===== src/rtl/mips_pkg.sv =====
// ---------------------------------------------------------------------------
// mips_pkg
// Shared constants for the MIPS datapath and its debug helpers.
//   REG_ADDR_W  register index width
//   REG_DATA_W  register width
//   NUM_GPR     number of general purpose registers
//   dump_state_e  state encoding of the register-file dump reader
// ---------------------------------------------------------------------------
package mips_pkg;

   localparam int REG_ADDR_W = 5;
   localparam int REG_DATA_W = 32;
   localparam int NUM_GPR    = 32;

   // IDLE waits for start, LOAD captures register 0, SEND offers words
   typedef enum logic [1:0] {
      IDLE = 2'd0,
      LOAD = 2'd1,
      SEND = 2'd2
   } dump_state_e;

endpackage


===== src/rtl/regfile_dump_reader.sv =====
// ---------------------------------------------------------------------------
// regfile_dump_reader
// Walks a spare combinational read port of the register file from index 0
// to NUM_REGS-1 and streams every value out on a valid/ready interface,
// tagged with its index, at up to one word per cycle. While a dump is in
// progress freeze is raised so the core can hold off register writes and
// the dump is a consistent snapshot.
//
// Ports
//   clk           rising-edge clock
//   rst           synchronous active-high reset
//   start         begin a dump (only looked at while idle)
//   readRegister  index driven to the register file read port
//   readData      register file read data for readRegister
//   dumpData      register value being offered
//   dumpIndex     index of dumpData
//   dumpValid     dumpData/dumpIndex are valid
//   dumpReady     consumer accepts on dumpValid && dumpReady at clk edge
//   busy          high while a dump is loading or sending
//   freeze        same as busy; core suppresses regWrite while high
//   done          one-cycle pulse after the last word is accepted
// ---------------------------------------------------------------------------
module regfile_dump_reader
   import mips_pkg::*;
#(
   parameter int NUM_REGS   = NUM_GPR,
   parameter int ADDR_WIDTH = REG_ADDR_W,
   parameter int DATA_WIDTH = REG_DATA_W
) (
   input  logic                  clk,
   input  logic                  rst,
   input  logic                  start,
   output logic [ADDR_WIDTH-1:0] readRegister,
   input  logic [DATA_WIDTH-1:0] readData,
   output logic [DATA_WIDTH-1:0] dumpData,
   output logic [ADDR_WIDTH-1:0] dumpIndex,
   output logic                  dumpValid,
   input  logic                  dumpReady,
   output logic                  busy,
   output logic                  freeze,
   output logic                  done
);

   localparam logic [ADDR_WIDTH-1:0] LAST_IDX = ADDR_WIDTH'(NUM_REGS - 1);

   dump_state_e           r_state;
   dump_state_e           w_nextState;
   logic [ADDR_WIDTH-1:0] r_rdPtr;
   logic [DATA_WIDTH-1:0] r_dumpData;
   logic [ADDR_WIDTH-1:0] r_dumpIndex;
   logic                  r_dumpValid;
   logic                  r_done;
   logic                  w_accept;
   logic                  w_lastWord;
   logic                  w_load;
   logic                  w_finish;

   assign w_accept   = r_dumpValid && dumpReady;
   assign w_lastWord = (r_dumpIndex == LAST_IDX);

   // State register; reset abandons any dump in flight without a done pulse
   always_ff @(posedge clk) begin
      if (rst) begin
         r_state <= IDLE;
      end else begin
         r_state <= w_nextState;
      end
   end

   // Next state plus the two datapath strobes: w_load captures the word
   // addressed by r_rdPtr, w_finish retires the dump after the last word
   always_comb begin
      w_nextState = r_state;
      w_load      = 1'b0;
      w_finish    = 1'b0;
      case (r_state)
         IDLE: begin
            if (start) begin
               w_nextState = LOAD;
            end
         end
         LOAD: begin
            w_load      = 1'b1;
            w_nextState = SEND;
         end
         SEND: begin
            if (w_accept) begin
               if (w_lastWord) begin
                  w_finish    = 1'b1;
                  w_nextState = IDLE;
               end else begin
                  w_load = 1'b1;
               end
            end
         end
         default: begin
            w_nextState = IDLE;
         end
      endcase
   end

   // Output and pointer registers. A stalled word simply keeps its value
   // because nothing here is written unless w_load or w_finish fires.
   // r_rdPtr wraps after the last load; that wrapped value is never used.
   always_ff @(posedge clk) begin
      if (rst) begin
         r_rdPtr     <= '0;
         r_dumpData  <= '0;
         r_dumpIndex <= '0;
         r_dumpValid <= 1'b0;
         r_done      <= 1'b0;
      end else begin
         r_done <= w_finish;
         if (r_state == IDLE) begin
            r_rdPtr <= '0;
         end
         if (w_load) begin
            r_dumpData  <= readData;
            r_dumpIndex <= r_rdPtr;
            r_dumpValid <= 1'b1;
            r_rdPtr     <= r_rdPtr + ADDR_WIDTH'(1);
         end
         if (w_finish) begin
            r_dumpValid <= 1'b0;
         end
      end
   end

   assign readRegister = r_rdPtr;
   assign dumpData     = r_dumpData;
   assign dumpIndex    = r_dumpIndex;
   assign dumpValid    = r_dumpValid;
   assign done         = r_done;
   assign busy         = (r_state != IDLE);
   assign freeze       = busy;

endmodule


===== config.mk =====
export PLATFORM = sky130hd
export DESIGN_NAME = regfile_dump_reader
export DESIGN_NICKNAME = d
export VERILOG_FILES = /design/src/rtl/mips_pkg.sv /design/src/rtl/regfile_dump_reader.sv
export SDC_FILE = /design/constraint.sdc
export NUM_CORES = 1
export LEC_CHECK = 0
export ABC_AREA = 1
export CORE_MARGIN = 10
export CORE_UTILIZATION = 41
export DETAILED_ROUTE_END_ITERATION = 16
export GPL_ROUTABILITY_DRIVEN = 0
export PLACE_DENSITY_LB_ADDON = 0.25
export SLEW_MARGIN = 30
export SYNTH_ARGS = -nofsm -noshare
export SYNTH_HDL_FRONTEND = slang
export SYNTH_SLANG_ARGS = --single-unit

===== constraint.sdc =====
create_clock -name clk -period 2.25 [get_ports clk]
set_input_delay 0.3375 -clock clk [delete_from_list [all_inputs] [get_ports clk]]
set_output_delay 0.3375 -clock clk [all_outputs]
set_load 0.05 [all_outputs]

==> results.md <==
* Status: finished clean
* Non-Filler Instances at 359
* Slowest CP cell: clkdlybuf4s50_1
* Cell Int Power at 2.169 mW
* Pre-CTS setup slack at 0.3227 ns
* Async SR Flop Fraction at 0%
* Worst-case clock buffer depth at 2
* Total clock sinks at 46
* Placed cell areas at 2661 um^2
* P_sw at 2.115 mW
* Max Cap Viol at 0
* Synth Warn # at 0
* Power per cell area at 1556 nW/um^2
* Chip Height at 87.34 um
* Pin count of the biggest net entering global routing at 39
* Unrepaired setup endpoints after global routing: no
* DPL Wire Length at 3589 um
* Root Buffer Master: clkbuf_8
* Die Span X at 87.34 um
* Switch share at 49.38%
* Power Total at 4.284 mW
* Clock power frac at 12.0%
* R2r worst-path depth at 11
* F_max at 515.4 MHz
* Cells along the critical path: clkdlybuf4s50_1
* Gate Count Post-Synth at 227
* Share of post-route cells with drive strength above 1 at 12.70%
* R2R Path Start: r_state[0]
* Hold worst-path end: dumpData[11]
* Comb pwr share at 58.4%
* EDFF count, synth at 0
* Rows at 24
* R2R setup slack at 0.55 ns
* All-Layer GR Usage at 12.84%
* Clock skew at 0.005194 ns
* Worst vdd ir at 0.0008706 V
* Worst-path maximum fanout at 7
* Worst setup path class: flip-flop to output port
* Worst path top cell family by delay: buffers and inverters
* Setup crit start kind: flip-flop
* Area growth from synthesis to layout at 48.05%
* Synthesis-stage register bit count at 46
* Most frequent cells in the layout: clkdlybuf4s50_1, nor2_1, dfxtp_1
* # port buffers at 81
* Hold Crit Start: dumpData[11]
* Initial DRT Pass Iterations at 4
* Total grt overflow at 0
* Drt drc at 0
* CTS H-tree lvls at 2
* First-pass GRT wire length at 7969 um
* Setup ws final at 0.3096 ns
* Syn Std Cell Area at 1859 um^2
* Post-layout min period at 1.940 ns
* Worst Path Buf+Inv at 1
* CTS tree: built
* Post-CTS Hold Buffers at 0
* Final period util at 86.24%
* Layout Nets at 347
* Distinct cells, synth at 21
* Final slew viol count at 0
* Seq pwr share at 29.6%
* Die ar. at 7628 um^2
* Worst-margin pin slew at 0.5510 ns
* Vias in the first global route at 1,671
* Syn Area/Cell at 8.191 um^2
* Number of vias per cell at 4.702
* Most common cell after layout, fill and taps aside: clkdlybuf4s50_1
* Slew HR at 63.15%
* Total routed wirelength at 4864 um
* Initial Util at 42.41%
* Setup_tns at 0 ns
* Boundary Pins at 82
* R2R Path End: dumpData[13]
* Initial antenna violation count at 0
* Worst skew pair latency at 0.29 ns
* CP arrival at 1.60 ns
* Worst Hold Margin at 0.4848 ns
* Core Area at 4384 um^2
* Fin. Hold Viols at 0
* Setup bufs post-CTS at 0
* Wire per inst at 13.55 um
* CTS clk-pin slew, worst paths at 0.08 ns
* Pleak at 1.038 nW
* Placed cell count at 351
* Worst Setup End Kind: output port
* CP required at 1.91 ns
* # setup viols final at 0
* Final Core Density at 62.79%
* Slowest stage delay, CP at 0.85 ns
* Post-route ant nets at 0
* Finished Cell Area at 2753 um^2
* Antenna diodes at 0
* Crit path from: readRegister[2]
* Via count at 1,688
* Hold Path Cell Cnt at 2
* Register area share after synthesis at 49.53%
* PostCTS Resize Cnt at 0
* Tightest Hold Check Type: flip-flop to flip-flop
* Top FF cell, synth: dfxtp_1
* Detailed Route Iter0 Violations at 60
* Synthesized Nets at 268
* CTS buffer count at 5
## cells in the mapped netlist (2+ instances only)
master | number | area [um^2]
ha_1 | 5 | 62.56
nor2_1 | 60 | 225.2
nand2_4 | 2 | 22.52
a21oi_1 | 7 | 35.03
o21ai_0 | 37 | 185.2
inv_1 | 7 | 26.28
nor2_2 | 21 | 131.4
dfxtp_1 | 46 | 920.9
clkbuf_1 | 4 | 15.01
nand2_1 | 8 | 30.03
nand3_1 | 14 | 70.07
buf_12 | 2 | 40.04
buf_2 | 5 | 25.02
xnor2_1 | 2 | 17.52
## logic make-up (layout without fill, tap and decap cells)
logic type,after synthesis,count (layout),synth area share (%)
compound gates,46,46,12.72
xor+xnor,2,2,0.9423
fa+ha+maj,5,5,3.365
buf+inv,21,101,6.931
flops,46,46,49.53
simple gates,107,107,26.52
## worst max path at each step
stage,endpoint,depth (start not counted)
2_1_floorplan,dumpIndex[2],9
3_3_place_gp,dumpData[13],10
3_5_place_dp,dumpData[13],10
4_1_cts,readRegister[2],1
5_1_grt,readRegister[2],1
6_report,readRegister[2],1
## per-layer routing
layer | wire length [um] | GRT usage (%)
met1 | 2213 | 15.53
met3 | 525 | 6.461
met4 | 55 | 4.348
met5 | 0 | 0
met2 | 2070 | 19.18
## cell type report
type                            instances  area [um^2]
Clock buffer                            7        86.33
Clock inverter                          1        5.005
Fill cell                             403         1632
Inverter                                8        30.03
Multi-Input combinational cell        160        809.5
Sequential cell                        46        920.9
Tap cell                               52        65.06
Timing Repair Buffer                   85        835.8
## flip-flops by register name (all words and copies together), names as in the netlist
register	count
dumpData	32
done	1
r_state	2
readRegister	5
dumpValid	1
dumpIndex	5
## power groups by stage
stage	Combinational, mW	Clock, mW	Sequential [mW]
5_1_grt	2.72	0.549	1.30
2_1_floorplan	0.975	0	2.15
4_1_cts	2.54	0.522	1.27
6_report	2.50	0.513	1.27
3_5_place_dp	2.53	0	1.29
3_3_place_gp	2.51	0	1.28
Power figures use the tool's default switching activity.
==> patch: new RTL, same flow settings <==
The 3 states of `dump_state_e` get a one-hot encoding in 3 bits.
--- a/src/rtl/mips_pkg.sv
+++ b/src/rtl/mips_pkg.sv
@@ -13,10 +13,10 @@
    localparam int NUM_GPR    = 32;
 
    // IDLE waits for start, LOAD captures register 0, SEND offers words
-   typedef enum logic [1:0] {
-      IDLE = 2'd0,
-      LOAD = 2'd1,
-      SEND = 2'd2
+   typedef enum logic [2:0] {
+      IDLE = 3'b001,
+      LOAD = 3'b010,
+      SEND = 3'b100
    } dump_state_e;
 
 endpackage
Check against the original RTL: no difference found for any inputs over 10 cycles, from zero or initial values and one cycle with rst high; not proved beyond that.
==> patch against the unedited design <==
  * Worst hold slack improved by 0.0013 ns
  * Via count up 5.6%
  * Sequential cell count grew 1
  * Area after synthesis is 4.6% higher
  * Cell area up 1.7%
  * Setup slack worse by 0.14 ns
  * Routed wire length up 11%
  * Critical path type unchanged
  * Highest routed layer unchanged
Power is not compared: it rests on default switching activity, and its combinational part moved more than twofold at a synthesized area within 25%.
==> patch: results (changes against the unedited design) <==
Compound-Gate Fraction of Synth Area 0.139 (+0.0117); r2r startpoint dumpIndex[1]; worst r2r dst dumpData[26]; WL/cell 15.1 um (+11%); met2 Resource Use GR 0.228 (+0.0363); placed wire-length estimate 3790 um (+5.6%); Synth Area in XOR/XNOR 0.00900 (-0.000418); R2R setup slack 0.63 ns (+0.08 ns); CP startpoint r_state[1]; Synth warnings 0 (unchanged); GRT Overall Usage 0.131 (+0.00271); status finished, final reports clean; met1 Use GR 0.147 (-0.00870); iteration-0 DRC count of the detailed router 84 (+40%); R2R cell count 7 (-4); Max-slew headroom 0.636 (+0.00496); vias 1,782 (+5.6%); hold_sp dumpData[7]; post-synthesis adder-cell area fraction 0.00643 (-0.0272); pin count of the biggest net entering global routing 44 (+13%); Synth area leaders dfxtp_1, nand3_1, a21oi_1; share of layout cells above drive strength 1 0.125 (-0.00204); Yosys cell types 25 (+19%); Area after DPL 2710 um2 (+2.0%); CP Max Fanout 5 (-2); Syn Nets 267 (-0.37%); grt met3 use 0.0396 (-0.0250); Post-CTS Resized 0 (unchanged); drt pass-1 iters 4 (unchanged); critical path endpoint freeze; arrival time at the worst endpoint 1.75 ns (+0.15 ns); Seq/Total Area, Yosys 0.484 (-0.0117); skew final 0.00574 ns (+0.000550 ns); Layout fillers 426 (+5.7%); Nets 340 (-2.0%)
[patch: cell types whose count changed after synthesis, sizes merged, moves of 4 or more]
cell / delta
nor2: -74
ha: -4
a21oi: +36
nand2: +43
buf: +5
nand3: +30
o21ai: -36
[patch: area by class of cell]
type	instances	share of cell area
Multi-Input combinational cell	157	0.303
Clock inverter	2	0.00447
Clock buffer	6	0.0259
Sequential cell	47	0.336
Tap cell	54	0.0241
Inverter	8	0.0107
Timing Repair Buffer	84	0.296
[patch: per-stage QoR]
stage	power [uW]	setup slack [ns]	hold WS, ns	util	std cells
after floorplan	1050	0.687	0.474	-	230
after global placement	1160	0.465	0.470	0.582	350
after detailed placement	1160	0.418	0.477	0.582	350
after CTS	1660	0.136	0.490	0.601	358
after global routing	1700	0.0793	0.510	0.601	358
final	1630	0.165	0.486	0.601	358
[patch: worst max-delay path, stage by stage, from the launching register on]
cell,delay [ns]
dfxtp_1,0.41
nor2_1,0.06
nand2_1,0.13
clkdlybuf4s50_1,0.84
[patch: worst min path at each step]
stage | to | cells after the start
floorplan | dumpData[13] | 2
global placement | dumpData[3] | 2
detailed placement | dumpData[3] | 2
CTS | dumpData[3] | 2
global route | dumpData[27] | 2
finish | dumpData[7] | 2
[patch: metal layers]
layer,share of wire,up-vias
met5,0,-
li1,-,908
met1,0.40,823
met4,0.011,0
met3,0.068,5
met2,0.52,46
[patch: cells by family (layout without fill, tap and decap cells)]
group                      Yosys count  count (layout)
AOI/OAI and AO/OA                   46              46
xor gates and xnor gates             2               2
adders and majority gates            1               1
buffers and inverters               26             100
DFF                                 47              47
and+or+nand+nor                    108             108
[patch: power breakdown]
part | leakage (uW) | total, uW | switching, uW | internal, uW
logic | 0.000521 | 273 | 159 | 114
registers | 0.000380 | 864 | 13.0 | 851
clock network | 0.0000412 | 491 | 273 | 217
total | 0.000942 | 1630 | 445 | 1180
